===== src/rtl/rsc2_dec_buffer_ctrl_if.sv =====
// Handshake bundle between the rsc2 decoder input buffer controller,
// the input source (bank writer) and the decoder engine (bank reader).
interface rsc2_dec_buffer_ctrl_if #(
  parameter int pBNUM = 2
);
  localparam int cBW = (pBNUM > 1) ? $clog2(pBNUM) : 1;

  logic           isop;
  logic           ival;
  logic [3:0]     icode;
  logic [5:0]     iptype;
  logic           iwfull;
  logic           idone;
  logic [cBW-1:0] owbank;
  logic           ofulla;
  logic           oemptya;
  logic           ostart;
  logic [cBW-1:0] ordbank;
  logic [3:0]     ocode;
  logic [5:0]     optype;
  logic           owerr;

  // Source/engine side: drives the requests, observes the bank schedule.
  modport master (
    output isop, ival, icode, iptype, iwfull, idone,
    input  owbank, ofulla, oemptya, ostart, ordbank, ocode, optype, owerr
  );

  // Controller side.
  modport slave (
    input  isop, ival, icode, iptype, iwfull, idone,
    output owbank, ofulla, oemptya, ostart, ordbank, ocode, optype, owerr
  );
endinterface


===== src/rtl/rsc2_dec_buffer_ctrl.sv =====
// Bank scheduler for the rsc2 decoder input buffer: hands filled banks from
// the source to the decoder engine in order, with the code/ptype captured at
// each bank's start of packet, and reports full/empty/overflow status.
module rsc2_dec_buffer_ctrl #(
  parameter int pBNUM = 2
) (
  input  logic                 iclk,
  input  logic                 ireset,
  input  logic                 iclkena,
  rsc2_dec_buffer_ctrl_if.slave bus
);

  localparam int cBW = (pBNUM > 1) ? $clog2(pBNUM) : 1;
  localparam int cUW = $clog2(pBNUM + 1);

  typedef enum logic {
    RIDLE,
    RDEC
  } rstate_t;

  rstate_t        state_q;
  logic [cBW-1:0] wptr_q, wptr_d;
  logic [cBW-1:0] rptr_q, rptr_d;
  logic [cUW-1:0] used_q, used_d;
  logic           wAcc;
  logic           rAcc;

  logic [3:0]     code_q  [pBNUM];
  logic [5:0]     ptype_q [pBNUM];

  logic           ostart_q;
  logic [cBW-1:0] ordbank_q;
  logic [3:0]     ocode_q;
  logic [5:0]     optype_q;
  logic           ofulla_q;
  logic           oemptya_q;
  logic           owerr_q;

  // Accepted write/release events and the resulting pointer and occupancy updates.
  always_comb begin
    wAcc   = bus.iwfull && (used_q != cUW'(pBNUM));
    rAcc   = bus.idone && (state_q == RDEC);
    wptr_d = wptr_q;
    rptr_d = rptr_q;
    used_d = used_q;
    if (wAcc) begin
      wptr_d = (wptr_q == cBW'(pBNUM - 1)) ? '0 : wptr_q + cBW'(1);
    end
    if (rAcc) begin
      rptr_d = (rptr_q == cBW'(pBNUM - 1)) ? '0 : rptr_q + cBW'(1);
    end
    if (wAcc && !rAcc) begin
      used_d = used_q + cUW'(1);
    end else if (!wAcc && rAcc) begin
      used_d = used_q - cUW'(1);
    end
  end

  // Per-bank code/ptype capture at start of packet; the last isop before iwfull wins.
  always_ff @(posedge iclk or negedge ireset) begin
    if (!ireset) begin
      for (int i = 0; i < pBNUM; i++) begin
        code_q[i]  <= '0;
        ptype_q[i] <= '0;
      end
    end else if (iclkena) begin
      if (bus.isop && bus.ival) begin
        code_q[wptr_q]  <= bus.icode;
        ptype_q[wptr_q] <= bus.iptype;
      end
    end
  end

  // Pointers, occupancy, status flags and the reader FSM with its registered outputs.
  always_ff @(posedge iclk or negedge ireset) begin
    if (!ireset) begin
      state_q   <= RIDLE;
      wptr_q    <= '0;
      rptr_q    <= '0;
      used_q    <= '0;
      ostart_q  <= 1'b0;
      ordbank_q <= '0;
      ocode_q   <= '0;
      optype_q  <= '0;
      ofulla_q  <= 1'b0;
      oemptya_q <= 1'b1;
      owerr_q   <= 1'b0;
    end else if (iclkena) begin
      wptr_q    <= wptr_d;
      rptr_q    <= rptr_d;
      used_q    <= used_d;
      ofulla_q  <= (used_d == cUW'(pBNUM));
      oemptya_q <= (used_d == '0);
      owerr_q   <= bus.iwfull && !wAcc;
      ostart_q  <= 1'b0;
      case (state_q)
        RIDLE: begin
          if (used_q != '0) begin
            ostart_q  <= 1'b1;
            ordbank_q <= rptr_q;
            ocode_q   <= code_q[rptr_q];
            optype_q  <= ptype_q[rptr_q];
            state_q   <= RDEC;
          end
        end
        RDEC: begin
          if (bus.idone) begin
            state_q <= RIDLE;
          end
        end
        default: state_q <= RIDLE;
      endcase
    end
  end

  assign bus.owbank  = wptr_q;
  assign bus.ofulla  = ofulla_q;
  assign bus.oemptya = oemptya_q;
  assign bus.ostart  = ostart_q;
  assign bus.ordbank = ordbank_q;
  assign bus.ocode   = ocode_q;
  assign bus.optype  = optype_q;
  assign bus.owerr   = owerr_q;

endmodule


===== src/flat_wrapper.sv =====
// flat-port wrapper written by rule: the top's interface ports become plain ports
module rsc2_dec_buffer_ctrl_flat 
#(
  parameter int pBNUM = 2
)
  (iclk, ireset, iclkena, bus_isop, bus_ival, bus_icode, bus_iptype, bus_iwfull, bus_idone, bus_owbank, bus_ofulla, bus_oemptya, bus_ostart, bus_ordbank, bus_ocode, bus_optype, bus_owerr);
  rsc2_dec_buffer_ctrl_if #(.pBNUM(pBNUM)) bus_i ();
  input  logic iclk;
  input  logic ireset;
  input  logic iclkena;
  input wire logic [$bits(bus_i.isop)-1:0] bus_isop;
  input wire logic [$bits(bus_i.ival)-1:0] bus_ival;
  input wire logic [$bits(bus_i.icode)-1:0] bus_icode;
  input wire logic [$bits(bus_i.iptype)-1:0] bus_iptype;
  input wire logic [$bits(bus_i.iwfull)-1:0] bus_iwfull;
  input wire logic [$bits(bus_i.idone)-1:0] bus_idone;
  output wire logic [$bits(bus_i.owbank)-1:0] bus_owbank;
  output wire logic [$bits(bus_i.ofulla)-1:0] bus_ofulla;
  output wire logic [$bits(bus_i.oemptya)-1:0] bus_oemptya;
  output wire logic [$bits(bus_i.ostart)-1:0] bus_ostart;
  output wire logic [$bits(bus_i.ordbank)-1:0] bus_ordbank;
  output wire logic [$bits(bus_i.ocode)-1:0] bus_ocode;
  output wire logic [$bits(bus_i.optype)-1:0] bus_optype;
  output wire logic [$bits(bus_i.owerr)-1:0] bus_owerr;
  assign bus_i.isop = bus_isop;
  assign bus_i.ival = bus_ival;
  assign bus_i.icode = bus_icode;
  assign bus_i.iptype = bus_iptype;
  assign bus_i.iwfull = bus_iwfull;
  assign bus_i.idone = bus_idone;
  assign bus_owbank = bus_i.owbank;
  assign bus_ofulla = bus_i.ofulla;
  assign bus_oemptya = bus_i.oemptya;
  assign bus_ostart = bus_i.ostart;
  assign bus_ordbank = bus_i.ordbank;
  assign bus_ocode = bus_i.ocode;
  assign bus_optype = bus_i.optype;
  assign bus_owerr = bus_i.owerr;
  rsc2_dec_buffer_ctrl #(.pBNUM(pBNUM)) u_core (.iclk(iclk), .ireset(ireset), .iclkena(iclkena), .bus(bus_i));
endmodule

===== config.mk =====
export PLATFORM = sky130hd
export DESIGN_NAME = rsc2_dec_buffer_ctrl_flat
export DESIGN_NICKNAME = d
export VERILOG_FILES = /design/src/rtl/rsc2_dec_buffer_ctrl_if.sv /design/src/rtl/rsc2_dec_buffer_ctrl.sv /design/src/flat_wrapper.sv
export SDC_FILE = /design/constraint.sdc
export NUM_CORES = 1
export LEC_CHECK = 0
export CAP_MARGIN = 25
export CORE_ASPECT_RATIO = 0.9
export CORE_MARGIN = 2
export CORE_UTILIZATION = 30
export DETAILED_ROUTE_END_ITERATION = 6
export DONT_BUFFER_PORTS = 1
export PLACE_DENSITY = 0.55
export SYNTH_ARGS = -nofsm -noshare
export SYNTH_HDL_FRONTEND = slang
export SYNTH_SLANG_ARGS = --single-unit

===== constraint.sdc =====
create_clock -name iclk -period 1.46 [get_ports iclk]
set_input_delay 0 -clock iclk [delete_from_list [all_inputs] [get_ports iclk]]
set_output_delay 0 -clock iclk [all_outputs]
set_load 0.02 [all_outputs]

; ---- Yosys cells after proc, flatten, opt, wreduce, memory -nomap -nowiden
; Index checks and enable logic that the tools add are counted.
[word_totals]
reg_bits = 40
in_bits = 17
word_cells = 62
[op_classes]
add_sub_neg = 4
magnitude_cmp = 3
eq_ne = 2
n_mux = 20
n_bitwise = 3
n_reduce_logical = 15
[ops]
columns = op, count
row1 = 6-bit two-way mux, 4
row2 = 4-bit two-way mux, 4
row3 = 12-bit bitwise mux, 1
row4 = 8-bit bitwise mux, 1
row5 = 1-bit logical AND, 7
row6 = 6-bit demux with 1-bit select, 1
row7 = 2-bit AND reduction, 3
row8 = 1-bit two-way mux, 5
row9 = 4-bit demux with 1-bit select, 1
row10 = "2-bit greater-or-equal comparator, second input constant", 2
row11 = 2-bit two-way mux, 2
row12 = 1-bit NOT with 2-bit output, 2
row13 = 3-bit AND reduction, 1
row14 = "1-bit adder, second input constant", 2
row15 = "2-bit by 1-bit adder with 2-bit output, second input constant", 1
row16 = "2-bit equality test, second input constant", 1
row17 = 1-bit logical NOT, 2
row18 = 2-bit logical NOT, 1
row19 = "2-bit by 1-bit < comparator with 1-bit output, second input constant", 1
row20 = "2-bit inequality test, second input constant", 1
row21 = 1-bit case mux with 2 select lines, 1
row22 = 2-bit nonzero test, 1
row23 = "2-bit by 1-bit subtractor with 2-bit output, second input constant", 1
row24 = 1-bit NOT, 1

; ---- Longest topological paths before layout
; Gate-level depths: netlist (run 1).
[logic_depth]
word_depth = 7
mapped_depth = 6
mapped_depth_nobuf = 6

; ---- Worst setup path after synthesis (run 1)
; No wires, ideal clock.
[synth_timing]
path_kind = reg-to-reg
startpoint = reg u_core.used_q[0]
endpoint = reg u_core.ofulla_q, in the netlist u_core.bus.ofulla
setup_ns = 0.078
arrival_time_ns = 1.395
t_required_ns = 1.382
slack_ns = -0.013
stages_incl_launch_ff = 7
path_buffers = 0
synth_period_minus_slack_ns = 1.473
path_cell_list = dfrtp_1 inv_1 ha_1 nand2b_4 xnor2_1 mux2_1 o2bb2ai_1
[synth_between]
elab_chain_cells = 7
elab_cells_between_ends = 10
cone_classes = add/sub: 2 / eq/ne: 2 / mux: 2 / reduce/logical: 4
[synth_rtl]
columns = item, line_no
row1 = from (decl), rsc2_dec_buffer_ctrl.sv:24  ; logic [cUW-1:0] used_q, used_d;
row2 = from (signal assigned), rsc2_dec_buffer_ctrl.sv:91  ; used_q <= used_d;
row3 = 2-bit inequality test, rsc2_dec_buffer_ctrl.sv:41  ; wAcc = bus.iwfull && (used_q != cUW'(pBNUM));
row4 = 1-bit logical AND, rsc2_dec_buffer_ctrl.sv:41
row5 = 1-bit logical NOT, rsc2_dec_buffer_ctrl.sv:54  ; end else if (!wAcc && rAcc) begin
row6 = 1-bit logical AND, rsc2_dec_buffer_ctrl.sv:54
row7 = 2-bit two-way mux, rsc2_dec_buffer_ctrl.sv:54
row8 = 2-bit two-way mux *, rsc2_dec_buffer_ctrl.sv:52  ; if (wAcc && !rAcc) begin
row9 = 2-bit equality test *, rsc2_dec_buffer_ctrl.sv:92  ; ofulla_q <= (used_d == cUW'(pBNUM));
row10 = to (signal assigned), rsc2_dec_buffer_ctrl.sv:92
row11 = to (decl), rsc2_dec_buffer_ctrl.sv:35  ; logic ofulla_q;
; Every way passes the cells marked *; elsewhere a longest branch is shown, timed or not.
; A chain may end at the register's enable or synchronous reset.

; ---- Worst setup path in the final report (run 1)
[layout_timing]
startpoint = reg u_core.used_q[1]
endpoint = reg u_core.oemptya_q, in the netlist u_core.bus.oemptya
[layout_between]
elab_chain_cells = 7
elab_cells_between_ends = 10
cone_classes = add/sub: 2 / eq/ne: 1 / mux: 2 / reduce/logical: 5
[layout_rtl]
columns = item, line_no
row1 = 2-bit inequality test, rsc2_dec_buffer_ctrl.sv:41
row2 = 1-bit logical AND, rsc2_dec_buffer_ctrl.sv:41
row3 = 1-bit logical NOT, rsc2_dec_buffer_ctrl.sv:54
row4 = 1-bit logical AND, rsc2_dec_buffer_ctrl.sv:54
row5 = 2-bit two-way mux, rsc2_dec_buffer_ctrl.sv:54
row6 = 2-bit two-way mux *, rsc2_dec_buffer_ctrl.sv:52
row7 = 2-bit logical NOT *, rsc2_dec_buffer_ctrl.sv:93  ; oemptya_q <= (used_d == '0);
row8 = to (signal assigned), rsc2_dec_buffer_ctrl.sv:93
row9 = to (decl), rsc2_dec_buffer_ctrl.sv:36  ; logic oemptya_q;
; Marked as above.

==> results.ini, run 1 <==
[logic_synthesis]
synth_top_area_share_pct = 56.9
avgSynthCellArea_um2 = 13.4
synth-compound-area-share_pct = 5.77
synth_mux_area_share_pct = 23.1
netlist_top_cells_area = dfrtp_1, mux2_2, mux2i_1, a21oi_1, nor2_1
synth_area_leader_cell = dfrtp_1
syn_area_mm2 = 0.00171
synthCells = 128
yosys.area_share.simple_pct = 7.15
synth_cell_types = 28
ys_ff_latch = 40
synthAdderAreaFrac_pct = 1.46
synthXorXnorAreaFrac_pct = 1.53
synth-warning-count = 0
yosysSeqAreaShare_pct = 58.5
synth_nets = 147
synth_top_family_by_area = multiplexers

[timing]
report.final.slew_viol_count = 0
slew_headroom_pct = 54.6
setup_viol = 1
tightest_slew_ns = 0.681
max_freq_ghz = 0.684
rsz0062_at_grt = yes
fin_crit_sh_pct = 100
setup_slack_ns = -0.00222
fin_skew_ns = 0.00641
fin_crit_ns = 1.46
report.final.hold_viol_count = 0

[placed_design]
postPlaceCellArea_mm2 = 0.00183
place_ws_ns = -0.0250
io_buffers = 0
dp_cells = 199
routabilityCongestion = 0.696
dpl.hpwl_mm = 2.23

[hold_path]
hold_class = primary input to flop
hold_path_end = u_core.bus.ofulla
hold_depth = 4
worstHoldStart = bus_idone

[clocking]
cts_tree = built
cts.path.max_buffers = 2
cts.sinks = 40
h-tree-depth = 2
worstSkewPairLatency_ns = 0.29
cts_buffers = 5
clockRootBuffer = clkbuf_8
clkTransAtPathRegs_ns = 0.08

[finish]
drive_above_1_share_pct = 36.1
syn2layout_area_growth_pct = 30.5
final_nets = 173
stdcell_count = 225
antenna_cells = 0
finalInstanceArea_mm2 = 0.00224

[floorplan]
core.rowCount = 26
die_width_um = 83.7
pin_count = 33
die_area_mm2 = 0.00634
coreArea_mm2 = 0.00560
die_h_um = 75.7
initial_core_util_pct = 30.6

[power_and_ir_drop]
irDropWorstVdd_mv = 0.824
powerDensity_mw_per_mm2 = 2330
p_leak_uw = 0.000992
finalPower_uw = 5200

[worst_setup_path]
cp-end-kind = flop
rrSetupSlack_ns = -0.002
cp.required_ns = 1.70
r2r_end = u_core.bus.oemptya
crit_chain = ha_4 -> nand2b_4 -> xnor2_4 -> mux2i_1 -> a22o_1
r2r_cells = 5
slowest_stage = dfrtp_1
worstSetupStartpointType = flop
crit_type = flop to flop
max_stage_delay_ns = 0.45
r2r_start = u_core.used_q[1]
arrival_ns = 1.70
crit_fanout = 3

[grt]
grt_pass1_vias = 1033
grt.overflow.total = 0
grt_max_degree = 41
grt_first_pass_wirelength_mm = 5.26
track_usage_pct = 11.0
antenna_found_initial = 0

[route]
wire_per_inst_um = 15.0
detailroute.via_count = 1030
first_pass_iters = 4
drt_iter0_drc = 64
via_per_inst = 4.58
postRouteAntennaNets = 0
drcViolationCount = 0
routed_wl_mm = 3.38

[flow_run]
maxCapViolCount = 0

[status]
violations = setup timing
status = finished with violations

==> Yosys cell counts, drive strengths merged <==
cell type	number
dfrtp	39
mux2	23
mux2i	13
a21oi	12
nor2	11
buf	5
inv	4
nand2	3
xnor2	3
a21o	2
ha	2
nand3	2
a22o	1
dfstp	1
nand2b	1
nand4	1
nand4b	1
nor3	1
o21ai	1
o2bb2ai	1
or2	1
==> report_power, final <==
part | internal [uW] | total (uW) | switching (uW)
clock | 855 | 1240 | 383
sequential | 1660 | 2350 | 688
combinational | 961 | 1620 | 655
total | 3480 | 5200 | 1730
==> area by class of cell <==
type | instances | area (um2)
Clock buffer | 5 | 68.8
Timing Repair Buffer | 24 | 231
Fill cell | 530 | 3360
Clock inverter | 3 | 90.1
Inverter | 4 | 15.0
Multi-Input combinational cell | 79 | 742
Sequential cell | 40 | 1000
Tap cell | 70 | 87.6
==> sequential cells by signal, summed over array words and instances (netlist names) <==
register	count
u_core.bus.optype	6
u_core.rptr_q	1
u_core.code_q	8
u_core.bus.owbank	1
u_core.state_q	1
u_core.bus.ofulla	1
u_core.bus.ostart	1
u_core.bus.ordbank	1
u_core.bus.ocode	4
u_core.ptype_q	12
u_core.used_q	2
u_core.bus.owerr	1
u_core.bus.oemptya	1
==> repair_timing <==
item | CTS | global route
resized for setup | 3 | 9
setup buffers | 1 | 2
cloned | 0 | 0
hold buffers | 15 | 0
endpoints found under the setup margin | 4 | 6
pin swaps | 1 | 3
hold endpoints to repair | 68 | 0
==> metal layers <==
| metal | track usage (%) | share of wire (%) | up-vias | wire (um) |
|---|---|---|---|---|
| met5 | 0 | 0 | - | 0 |
| met3 | 4.01 | 5.7 | 6 | 192 |
| met1 | 13.2 | 40 | 505 | 1360 |
| met2 | 18.5 | 53 | 21 | 1780 |
| met4 | 4.66 | 1.5 | 0 | 49 |
| li1 | - | - | 498 | - |
==> worst max-delay path by stage <==
stage / cells after the start / to / start / slack [ns]
after floorplan: 6 / u_core.bus.ofulla / u_core.used_q[0] / 0.02
after global placement: 5 / u_core.bus.ofulla / u_core.used_q[1] / 0.04
after detailed placement: 6 / u_core.bus.ofulla / u_core.used_q[0] / -0.02
after CTS: 6 / u_core.bus.ofulla / u_core.used_q[0] / -0.003
after global routing: 5 / u_core.bus.oemptya / u_core.used_q[1] / -0.08
final: 5 / u_core.bus.oemptya / u_core.used_q[1] / -0.002
==> cells in the final DEF (no fill, tap or decap), types with 2 or more instances in the layout <==
master	netlist	layout
dfrtp_1	39	39
mux2_2	20	20
dlygate4sd3_1	0	14
mux2i_1	12	12
a21oi_1	12	12
nor2_1	11	11
buf_4	1	8
clkbuf_8	0	5
inv_2	1	3
bufinv_16	0	3
nand3_1	2	2
nand2_1	2	2
mux2_4	1	2
ha_4	0	2
==> critical path: cells and delay by family, from the launching register on <==
family | cells | cell delay (ns)
xor+xnor | 1 | 0.16
compound gates | 1 | 0.16
fa+ha+maj | 1 | 0.19
flops | 1 | 0.45
mux | 1 | 0.29
simple gates | 1 | 0.16
==> stage by stage <==
step / hold slack (ns) / util (%) / setup TNS [ns]
floorplan: -0.296 / - / 0
global placement: -0.295 / 32.6 / 0
detailed placement: -0.294 / 32.6 / -0.0250
CTS: 0.0877 / 38.8 / -0.00251
global route: 0.0798 / 40.0 / -0.184
finish: 0.0918 / 40.0 / -0.00222
==> cell families after synthesis <==
| family | count (synthesis) |
|---|---|
| flip-flops | 40 |
| AND/OR/NAND/NOR | 21 |
| adder cells (fa/ha/maj) | 2 |
| buffers and inverters | 9 |
| multiplexers | 36 |
| AO/OA/AOI/OAI | 17 |
| XOR/XNOR | 3 |
Power figures use the tool's default switching activity.
==> inputs of run 2 (changes only) <==
==> constraint.sdc (replaced) <==
create_clock -name iclk -period 1.46 [get_ports iclk]
set_input_delay 0.073 -clock iclk [delete_from_list [all_inputs] [get_ports iclk]]
set_output_delay 0.073 -clock iclk [all_outputs]
set_load 0.02 [all_outputs]
==> run 2 against run 1 <==
The flow still finishes with violations (setup timing). First-iteration DRC count grew 3.1%. Clock power is essentially flat. Clock skew is essentially flat. Worst setup slack lost 0.0037 ns. Largest power group unchanged. Clock-buffer cell count is the same. Highest routed layer unchanged. Core utilization is the same. Routed wire length grew 0.38%.
==> results.ini, run 2 (synthesis results as in run 1) <==
[worst_setup_path]
rrSetupSlack_ns = -0.006
cp_top_family = flip-flops
crit_chain = ha_4 -> nand2b_4 -> xnor2_4 -> mux2i_1 -> a22o_1
crit_fanout = 3
cp.required_ns = 1.69
critPathBufInv = 0
crit_type = flop to flop
cp-end-kind = flop
max_stage_delay_ns = 0.45
slowest_stage = dfrtp_1
arrival_ns = 1.70
worstSetupStartpointType = flop

[route]
routed_wl_mm = 3.39
detailroute.via_count = 1027
drt_iter0_drc = 66
via_per_inst = 4.56
wire_per_inst_um = 15.1
first_pass_iters = 4
drcViolationCount = 0
postRouteAntennaNets = 0

[clocking]
clkTransAtPathRegs_ns = 0.08
h-tree-depth = 2
cts_tree = built
cts_buffers = 5
worstSkewPairLatency_ns = 0.29
cts.sinks = 40
clockRootBuffer = clkbuf_8
cts.path.max_buffers = 2

[timing]
rsz0062_at_grt = yes
setup_slack_ns = -0.00587
report.final.slew_viol_count = 0
tightest_slew_ns = 0.680
fin_skew_ns = 0.00644
setup_viol = 1
report.final.hold_viol_count = 0
finalHoldWorstSlack_ns = 0.0134
slew_headroom_pct = 54.7
fin_crit_ns = 1.47
fin_crit_sh_pct = 100
max_freq_ghz = 0.682

[finish]
mostFrequentLayoutCells = dfrtp_1, mux2_2, dlygate4sd3_1, mux2i_1, a21oi_1
finalInstanceArea_mm2 = 0.00224
final_nets = 173
max_flop_register = u_core.ptype_q
antenna_cells = 0
syn2layout_area_growth_pct = 30.5
stdcell_count = 225
final_common_cell = dfrtp_1
drive_above_1_share_pct = 36.1
fillers = 530
largest_reg_flops = 12

[placed_design]
place_ws_ns = -0.0250
dpl.hpwl_mm = 2.23
postPlaceCellArea_mm2 = 0.00183
routabilityCongestion = 0.696
io_buffers = 0
dp_cells = 199

[grt]
grt_first_pass_wirelength_mm = 5.27
antenna_found_initial = 0
grt.overflow.total = 0
grt_pass1_vias = 1029
grt_max_degree = 41
track_usage_pct = 11.1

[hold_path]
hold_class = primary input to flop

[power_and_ir_drop]
powerDensity_mw_per_mm2 = 2320
finalPower_uw = 5200
irDropWorstVdd_mv = 0.824
p_leak_uw = 0.000992

[floorplan]
die_area_mm2 = 0.00634
die_h_um = 75.7
pin_count = 33
initial_core_util_pct = 30.6
core.rowCount = 26
die_width_um = 83.7
coreArea_mm2 = 0.00560

[flow_run]
maxCapViolCount = 0

[status]
status = finished with violations
violations = setup timing

-- run 2: repair_timing --
item | 4_1_cts | 5_1_grt
pin swaps | 1 | 3
hold endpoints to repair | 65 | 0
resized for setup | 3 | 9
hold buffers | 15 | 0
setup buffers | 1 | 2
setup endpoints to repair | 4 | 6
-- run 2: report_power, final --
| group | internal [uW] | total, uW | switching (uW) | leakage [uW] |
|---|---|---|---|---|
| Sequential | 1660 | 2350 | 688 | 0.000472 |
| Clock | 855 | 1240 | 381 | 0.0000784 |
| Combinational | 961 | 1610 | 653 | 0.000442 |
-- run 2: cell type report --
| class | count | area [um2] | area share (%) |
|---|---|---|---|
| Inverter | 4 | 15.0 | 0.671 |
| Clock buffer | 5 | 68.8 | 3.08 |
| Tap cell | 70 | 87.6 | 3.91 |
| Multi-Input combinational cell | 79 | 742 | 33.2 |
| Clock inverter | 3 | 90.1 | 4.03 |
| Sequential cell | 40 | 1000 | 44.8 |
| Timing Repair Buffer | 24 | 231 | 10.3 |
-- run 2: metal layers --
layer / up-vias / part of all wire [%] / track usage (%) / wire length (um)
li1: 496 / - / - / -
met1: 507 / 40 / 13.3 / 1360
met2: 19 / 53 / 18.8 / 1810
met3: 5 / 5.5 / 3.90 / 187
met4: 0 / 0.88 / 4.30 / 30
met5: - / 0 / 0 / 0
-- run 2: final timing paths --
| check | start | to | cells past startpoint |
|---|---|---|---|
| max in group asynchronous | ireset | u_core.bus.oemptya | 2 |
| worst max register to register | u_core.used_q[1] | u_core.bus.oemptya | 5 |
| worst max-delay path | u_core.used_q[1] | u_core.bus.oemptya | 5 |
| worst min register to register | u_core.code_q[4] | u_core.code_q[4] | 1 |
| min in group asynchronous | ireset | u_core.used_q[1] | 2 |
| worst min-delay path | iclkena | u_core.rptr_q | 2 |
-- run 2: per-stage QoR --
step / utilization (%) / setup TNS (ns)
6_report: 40.0 / -0.00587
5_1_grt: 40.0 / -0.179
4_1_cts: 38.8 / -0.00251
3_5_place_dp: 32.6 / -0.0250
3_3_place_gp: 32.6 / 0
2_1_floorplan: - / 0
